`config.mk`:
```
export PLATFORM = sky130hd
export DESIGN_NAME = ws2811_frame_buffer_flat
export DESIGN_NICKNAME = d
export VERILOG_FILES = /design/src/rtl/ws2811_frame_buffer_if.sv /design/src/rtl/ws2811_frame_buffer.sv /design/src/flat_wrapper.sv
export SDC_FILE = /design/constraint.sdc
export NUM_CORES = 1
export LEC_CHECK = 0
export CORE_MARGIN = 2
export CORE_UTILIZATION = 32
export CTS_BUF_LIST = sky130_fd_sc_hd__clkbuf_16
export DETAILED_ROUTE_END_ITERATION = 10
export GPL_ROUTABILITY_DRIVEN = 1
export MAX_ROUTING_LAYER = met4
export PLACE_DENSITY_LB_ADDON = 0.1
export SLEW_MARGIN = 10
export SYNTH_ARGS = -nofsm -noshare
export SYNTH_HDL_FRONTEND = slang
export SYNTH_SLANG_ARGS = --single-unit
```
`constraint.sdc`:
```
create_clock -name clk -period 10.3 [get_ports clk]
set_clock_uncertainty 0.2 [all_clocks]
set_input_delay 3.09 -clock clk [delete_from_list [all_inputs] [get_ports clk]]
set_output_delay 3.09 -clock clk [all_outputs]
set_load 0.05 [all_outputs]
```
`src/rtl/ws2811_frame_buffer_if.sv`:
```
// Host/driver bus of the ws2811 frame buffer: pixel writes, swap control,
// brightness and the per-pixel read port used by the strip driver.
interface ws2811_frame_buffer_if #(
    parameter int ADDR_W = 2
);
    logic              wr_en;
    logic [ADDR_W-1:0] wr_addr;
    logic [23:0]       wr_data;
    logic              swap_req;
    logic [7:0]        brightness;
    logic              swap_pending;
    logic              frame_start;
    logic              data_request;
    logic [ADDR_W-1:0] led_addr;
    logic [7:0]        red_out;
    logic [7:0]        green_out;
    logic [7:0]        blue_out;

    modport master (
        output wr_en, wr_addr, wr_data, swap_req, brightness, data_request, led_addr,
        input  swap_pending, frame_start, red_out, green_out, blue_out
    );

    modport slave (
        input  wr_en, wr_addr, wr_data, swap_req, brightness, data_request, led_addr,
        output swap_pending, frame_start, red_out, green_out, blue_out
    );
endinterface

```
`src/rtl/ws2811_frame_buffer.sv`:
```
// Double-buffered GRB frame store: host writes the back bank, the driver reads
// the front bank; banks swap and brightness reloads only when pixel 0 is requested.
module ws2811_frame_buffer #(
    parameter int NUM_LEDS = 4,
    parameter int ADDR_W   = (NUM_LEDS > 2) ? $clog2(NUM_LEDS) : 1
) (
    input  logic clk,
    input  logic reset,
    ws2811_frame_buffer_if.slave bus
);
    localparam logic [ADDR_W:0] LED_LIMIT = NUM_LEDS[ADDR_W:0];

    logic        front_sel_reg, front_sel_next;
    logic        swap_pending_reg, swap_pending_next;
    logic [7:0]  bright_reg;
    logic        frame_start_reg;
    logic        pix_valid_reg;
    logic        pix_bank_reg;
    logic        frame_hit;
    logic        wr_ok;
    logic        rd_ok;
    logic [23:0] pix;
    logic [23:0] scaled;
    logic [15:0] scale_factor;

    always_comb begin
        frame_hit         = bus.data_request && (bus.led_addr == '0);
        wr_ok             = bus.wr_en && ({1'b0, bus.wr_addr} < LED_LIMIT);
        rd_ok             = bus.data_request && ({1'b0, bus.led_addr} < LED_LIMIT);
        // The frame-0 read already sees the bank it swaps to.
        front_sel_next    = front_sel_reg ^ (frame_hit && swap_pending_reg);
        // A request arriving with the frame start survives for the next frame.
        swap_pending_next = (swap_pending_reg && !frame_hit) || bus.swap_req;
    end

    always_ff @(posedge clk) begin
        if (reset) begin
            front_sel_reg    <= 1'b0;
            swap_pending_reg <= 1'b0;
            bright_reg       <= 8'hFF;
            frame_start_reg  <= 1'b0;
            pix_valid_reg    <= 1'b0;
            pix_bank_reg     <= 1'b0;
        end else begin
            front_sel_reg    <= front_sel_next;
            swap_pending_reg <= swap_pending_next;
            frame_start_reg  <= frame_hit;
            if (frame_hit) begin
                bright_reg <= bus.brightness;
            end
            if (bus.data_request) begin
                pix_valid_reg <= rd_ok;
                pix_bank_reg  <= front_sel_next;
            end
        end
    end

    genvar gi;
    generate
        for (gi = 0; gi < 2; gi++) begin : g_bank
            localparam logic BANK_ID = 1'(gi);
            logic [23:0] mem [NUM_LEDS];
            logic [23:0] rd_q;

            // Registered read port; only the bank serving the request is enabled.
            always_ff @(posedge clk) begin
                if (wr_ok && (front_sel_reg != BANK_ID)) begin
                    mem[bus.wr_addr] <= bus.wr_data;
                end
                if (rd_ok && (front_sel_next == BANK_ID)) begin
                    rd_q <= mem[bus.led_addr];
                end
            end
        end
    endgenerate

    assign pix          = !pix_valid_reg ? 24'd0
                        : (pix_bank_reg ? g_bank[1].rd_q : g_bank[0].rd_q);
    assign scale_factor = {8'd0, bright_reg} + 16'd1;

    generate
        for (gi = 0; gi < 3; gi++) begin : g_chan
            logic [15:0] product;
            assign product              = {8'd0, pix[8*gi +: 8]} * scale_factor;
            assign scaled[8*gi +: 8]    = 8'(product >> 8);
        end
    endgenerate

    assign bus.green_out    = scaled[23:16];
    assign bus.red_out      = scaled[15:8];
    assign bus.blue_out     = scaled[7:0];
    assign bus.frame_start  = frame_start_reg;
    assign bus.swap_pending = swap_pending_reg;
endmodule

```
`src/flat_wrapper.sv`:
```
// flat-port wrapper written by rule: the top's interface ports become plain ports
module ws2811_frame_buffer_flat 
#(
    parameter int NUM_LEDS = 4,
    parameter int ADDR_W   = (NUM_LEDS > 2) ? $clog2(NUM_LEDS) : 1
)
  (clk, reset, bus_wr_en, bus_wr_addr, bus_wr_data, bus_swap_req, bus_brightness, bus_data_request, bus_led_addr, bus_swap_pending, bus_frame_start, bus_red_out, bus_green_out, bus_blue_out);
  ws2811_frame_buffer_if #(.ADDR_W(ADDR_W)) bus_i ();
  input  logic clk;
  input  logic reset;
  input wire logic [$bits(bus_i.wr_en)-1:0] bus_wr_en;
  input wire logic [$bits(bus_i.wr_addr)-1:0] bus_wr_addr;
  input wire logic [$bits(bus_i.wr_data)-1:0] bus_wr_data;
  input wire logic [$bits(bus_i.swap_req)-1:0] bus_swap_req;
  input wire logic [$bits(bus_i.brightness)-1:0] bus_brightness;
  input wire logic [$bits(bus_i.data_request)-1:0] bus_data_request;
  input wire logic [$bits(bus_i.led_addr)-1:0] bus_led_addr;
  output wire logic [$bits(bus_i.swap_pending)-1:0] bus_swap_pending;
  output wire logic [$bits(bus_i.frame_start)-1:0] bus_frame_start;
  output wire logic [$bits(bus_i.red_out)-1:0] bus_red_out;
  output wire logic [$bits(bus_i.green_out)-1:0] bus_green_out;
  output wire logic [$bits(bus_i.blue_out)-1:0] bus_blue_out;
  assign bus_i.wr_en = bus_wr_en;
  assign bus_i.wr_addr = bus_wr_addr;
  assign bus_i.wr_data = bus_wr_data;
  assign bus_i.swap_req = bus_swap_req;
  assign bus_i.brightness = bus_brightness;
  assign bus_i.data_request = bus_data_request;
  assign bus_i.led_addr = bus_led_addr;
  assign bus_swap_pending = bus_i.swap_pending;
  assign bus_frame_start = bus_i.frame_start;
  assign bus_red_out = bus_i.red_out;
  assign bus_green_out = bus_i.green_out;
  assign bus_blue_out = bus_i.blue_out;
  ws2811_frame_buffer #(.NUM_LEDS(NUM_LEDS), .ADDR_W(ADDR_W)) u_core (.clk(clk), .reset(reset), .bus(bus_i));
endmodule
```
==> reports/results.ini <==
[floorplanning]
core_region_area_um2 = 47400
die_w_um = 223
rows = 80
fp.dieArea_um2 = 49600
io_pins = 67
fp.dieH_um = 223
initial_core_util_pct = 32.3

[clock_network]
worstSkewPairLatency_ns = 0.56
cts_buffers = 27
cts_tree = done
path_clk_slew_ns = 0.06
cts_hold_buf = 0
htreeDepth = 1
root_buffer = clkbuf_16
clock_sinks = 253
cts_buffer_depth = 3
post-cts-setup-buffers = 0

[power]
comb_power_share_pct = 27.8
p_int_w = 0.00195
vdd_drop_max_mv = 0.0960
switchingPower_w = 0.000905
clkPwrFrac_pct = 31.3
powerDensity_nw_per_um2 = 161
swShare_pct = 31.7
p_seq_share_pct = 40.8
power_leakage_nw = 7.17

[place]
placedCellCount = 1813
gp_congestion = 0.831
portBuffers = 66
dpl_cell_area_um2 = 16900
dp_hpwl_um = 24200

[global_route]
grt-ovfl-total = 0
grt_pass1_wl_um = 55700
antenna_found_initial = 1
grt_pass1_vias = 9422
track_usage_pct = 15.0
grt_max_degree = 50

[synth]
ys_async_sr_fraction_pct = 0
synthCells = 1138
syn_area_per_cell_um2 = 13.5
yosysSeqAreaShare_pct = 48.8
synth-edff-count = 240
synth_cell_types = 55
syn_area_um2 = 15300
ys.flop_type = edfxtp_1
synth_fp_nets = 1396
ys_ff_latch = 253
yosys_warnings = 0

[route]
viasPerCell = 4.68
first_iter_violations = 422
antenna_left = 0
drtPass1Iterations = 4
routedWlPerCell_um = 18.8
vias = 8713
drc = 0
routed_wl_um = 34900

[timing]
setup_tns_ns = 0
layout_min_cycle_time_ns = 9.81
fmax_ghz = 0.102
post-route-period-util_pct = 95.2
finalMaxSlewViolations = 0
finalHoldViolations = 0
rsz0062_at_grt = no
max-slew-margin-rel_pct = 48.1
worst_slew_pin_slew_ns = 0.779
finalSetupViolCount = 0

[finish]
multiInputGateArea_um2 = 7260
largest_reg_flops = 192
layout_common_cells = 240 x edfxtp_1, 187 x nor2_1, 144 x inv_1, 120 x fa_1, 97 x ha_1
fin_nets = 1485
ff_latch_area_um2 = 7470
drive_gt1_share_pct = 13.4
fill_cells = 4651
layout.cells.non_filler = 1861
final_area_um2 = 17700
final_common_cell = edfxtp_1
area_growth_pct = 15.7

[critical_path]
worstReg2RegEnd = u_core.g_bank[0].rd_q[16]
r2r_start = u_core.bus.swap_pending
cpMaxStageDelayCell = clkdlybuf4s50_1
worst_ep_arrival_time_ns = 6.52
cp_cell_sequence = buf_4 > buf_4 > mux2_1 > nand2_1 > nor2_1 > fa_1 > fa_1 > fa_1 > inv_1 > fa_1 > inv_1 > ha_1 > a21oi_1 > nand2_1 > o211ai_1 > a21oi_1 > a21oi_1 > xnor2_1 > clkdlybuf4s50_1
cpMostUsedCell = fa_1
cp-endpoint = bus_green_out[5]
r2r_cells = 3
cp.required_ns = 7.01
cp-start-kind = flop
worst_setup_path_end_kind = primary output
setup.worst_path.class = flop to primary output
slowest_delay_ns = 0.81
cp-startpoint = u_core.pix_bank_reg
cp_max_fo = 16
ff2ff_setup_slack_ns = 8.25

[flow_run]
cap_violations = 0

[worst_hold_path]
holdCritPathClass = flop to flop

[outcome]
status = finished clean

==> area by class of cell <==
| class | instances | area share, % |
|---|---|---|
| Multi-Input combinational cell | 710 | 41.0 |
| Sequential cell | 253 | 42.1 |
| Inverter | 138 | 2.92 |
| Clock inverter | 20 | 0.699 |
| Antenna cell | 1 | 0.0141 |
| Tap cell | 615 | 4.34 |
| Timing Repair Buffer | 97 | 5.10 |
| Clock buffer | 27 | 3.81 |
==> layer usage <==
layer  share of wire, %  track usage [%]  vias to the layer above
met5                  0                -                        -
met1                 50             21.2                     4443
li1                   -                -                     4094
met3                3.4             2.00                       41
met4                1.5             2.73                        0
met2                 46             23.5                      135
==> power by group through the flow <==
stage / Sequential [W] / Combinational, W / Clock (W)
2_1_floorplan: 0.00118 / 0.000550 / 0
3_3_place_gp: 0.00119 / 0.000808 / 0
3_5_place_dp: 0.00119 / 0.000804 / 0
4_1_cts: 0.00117 / 0.000812 / 0.000918
6_report: 0.00117 / 0.000794 / 0.000894
5_1_grt: 0.00117 / 0.000886 / 0.000954
==> worst min path at each step <==
stage,depth (start not counted),to,start
after global placement,2,u_core.bus.swap_pending,u_core.bus.swap_pending
after CTS,2,u_core.bus.swap_pending,u_core.bus.swap_pending
after global routing,2,u_core.bus.swap_pending,u_core.bus.swap_pending
final,2,u_core.bus.swap_pending,u_core.bus.swap_pending
after floorplan,2,u_core.front_sel_reg,u_core.front_sel_reg
after detailed placement,2,u_core.bus.swap_pending,u_core.bus.swap_pending
==> synth_stat cells (2+ instances only) <==
master / count / area share (%)
fa_1: 120 / 16
nor2b_1: 12 / 0.49
edfxtp_1: 240 / 47
o31a_1: 2 / 0.11
buf_2: 4 / 0.13
nor2_1: 193 / 4.7
and3_1: 2 / 0.082
buf_1: 7 / 0.17
dfxtp_1: 13 / 1.7
nand3b_1: 5 / 0.25
ha_1: 97 / 7.9
mux2_1: 6 / 0.44
o21ai_1: 6 / 0.20
a21boi_1: 2 / 0.098
xor2_1: 11 / 0.63
nor3_1: 5 / 0.16
a21o_1: 7 / 0.34
nand2_1: 34 / 0.83
clkbuf_1: 25 / 0.61
or4_1: 2 / 0.098
nand4_1: 3 / 0.12
o21a_1: 3 / 0.15
nand2b_1: 12 / 0.49
o21ai_0: 3 / 0.098
a211o_1: 9 / 0.51
a211oi_1: 2 / 0.098
a31oi_1: 2 / 0.082
mux4_2: 48 / 7.1
inv_1: 137 / 3.4
mux2_2: 18 / 1.3
or2_1: 17 / 0.69
xnor2_1: 29 / 1.7
a21oi_1: 17 / 0.56
or2_2: 10 / 0.41
and2_1: 4 / 0.16
nand3_1: 12 / 0.39
==> what timing repair did <==
action	in CTS	in global routing
endpoints found under the setup margin	0	9
resized for setup	0	6
hold endpoints to repair	0	0
==> critical path, delay by kind of cell (launching register included) <==
kind,cells,cell delay [ns]
simple gates,3,0.47
compound gates,4,0.79
flops,1,0.52
fa+ha+maj,5,2.37
buf+inv,5,1.32
xor+xnor,1,0.13
mux,1,0.34
==> kinds of logic (layout without fill, tap and decap cells) <==
family,after synthesis,in the layout,synth area share (%)
mux,73,73,8.89
other cells,0,1,0
buf+inv,175,282,4.37
fa+ha+maj,217,217,23.6
compound gates,60,60,2.65
simple gates,320,320,9.43
flops,253,253,48.8
xor+xnor,40,40,2.29
==> stage by stage <==
| stage | setup slack (ns) | util, % | hold WS (ns) | power, W |
|---|---|---|---|---|
| 2_1_floorplan | 1.60 | - | 0.318 | 0.00173 |
| 4_1_cts | 0.00161 | 37.3 | 0.292 | 0.00290 |
| 5_1_grt | 0.0883 | 37.4 | 0.320 | 0.00301 |
| 3_3_place_gp | 0.727 | 35.6 | 0.278 | 0.00200 |
| 3_5_place_dp | 0.616 | 35.6 | 0.282 | 0.00199 |
| 6_report | 0.495 | 37.4 | 0.295 | 0.00285 |
No activity file was read; power rests on OpenSTA's default activity.
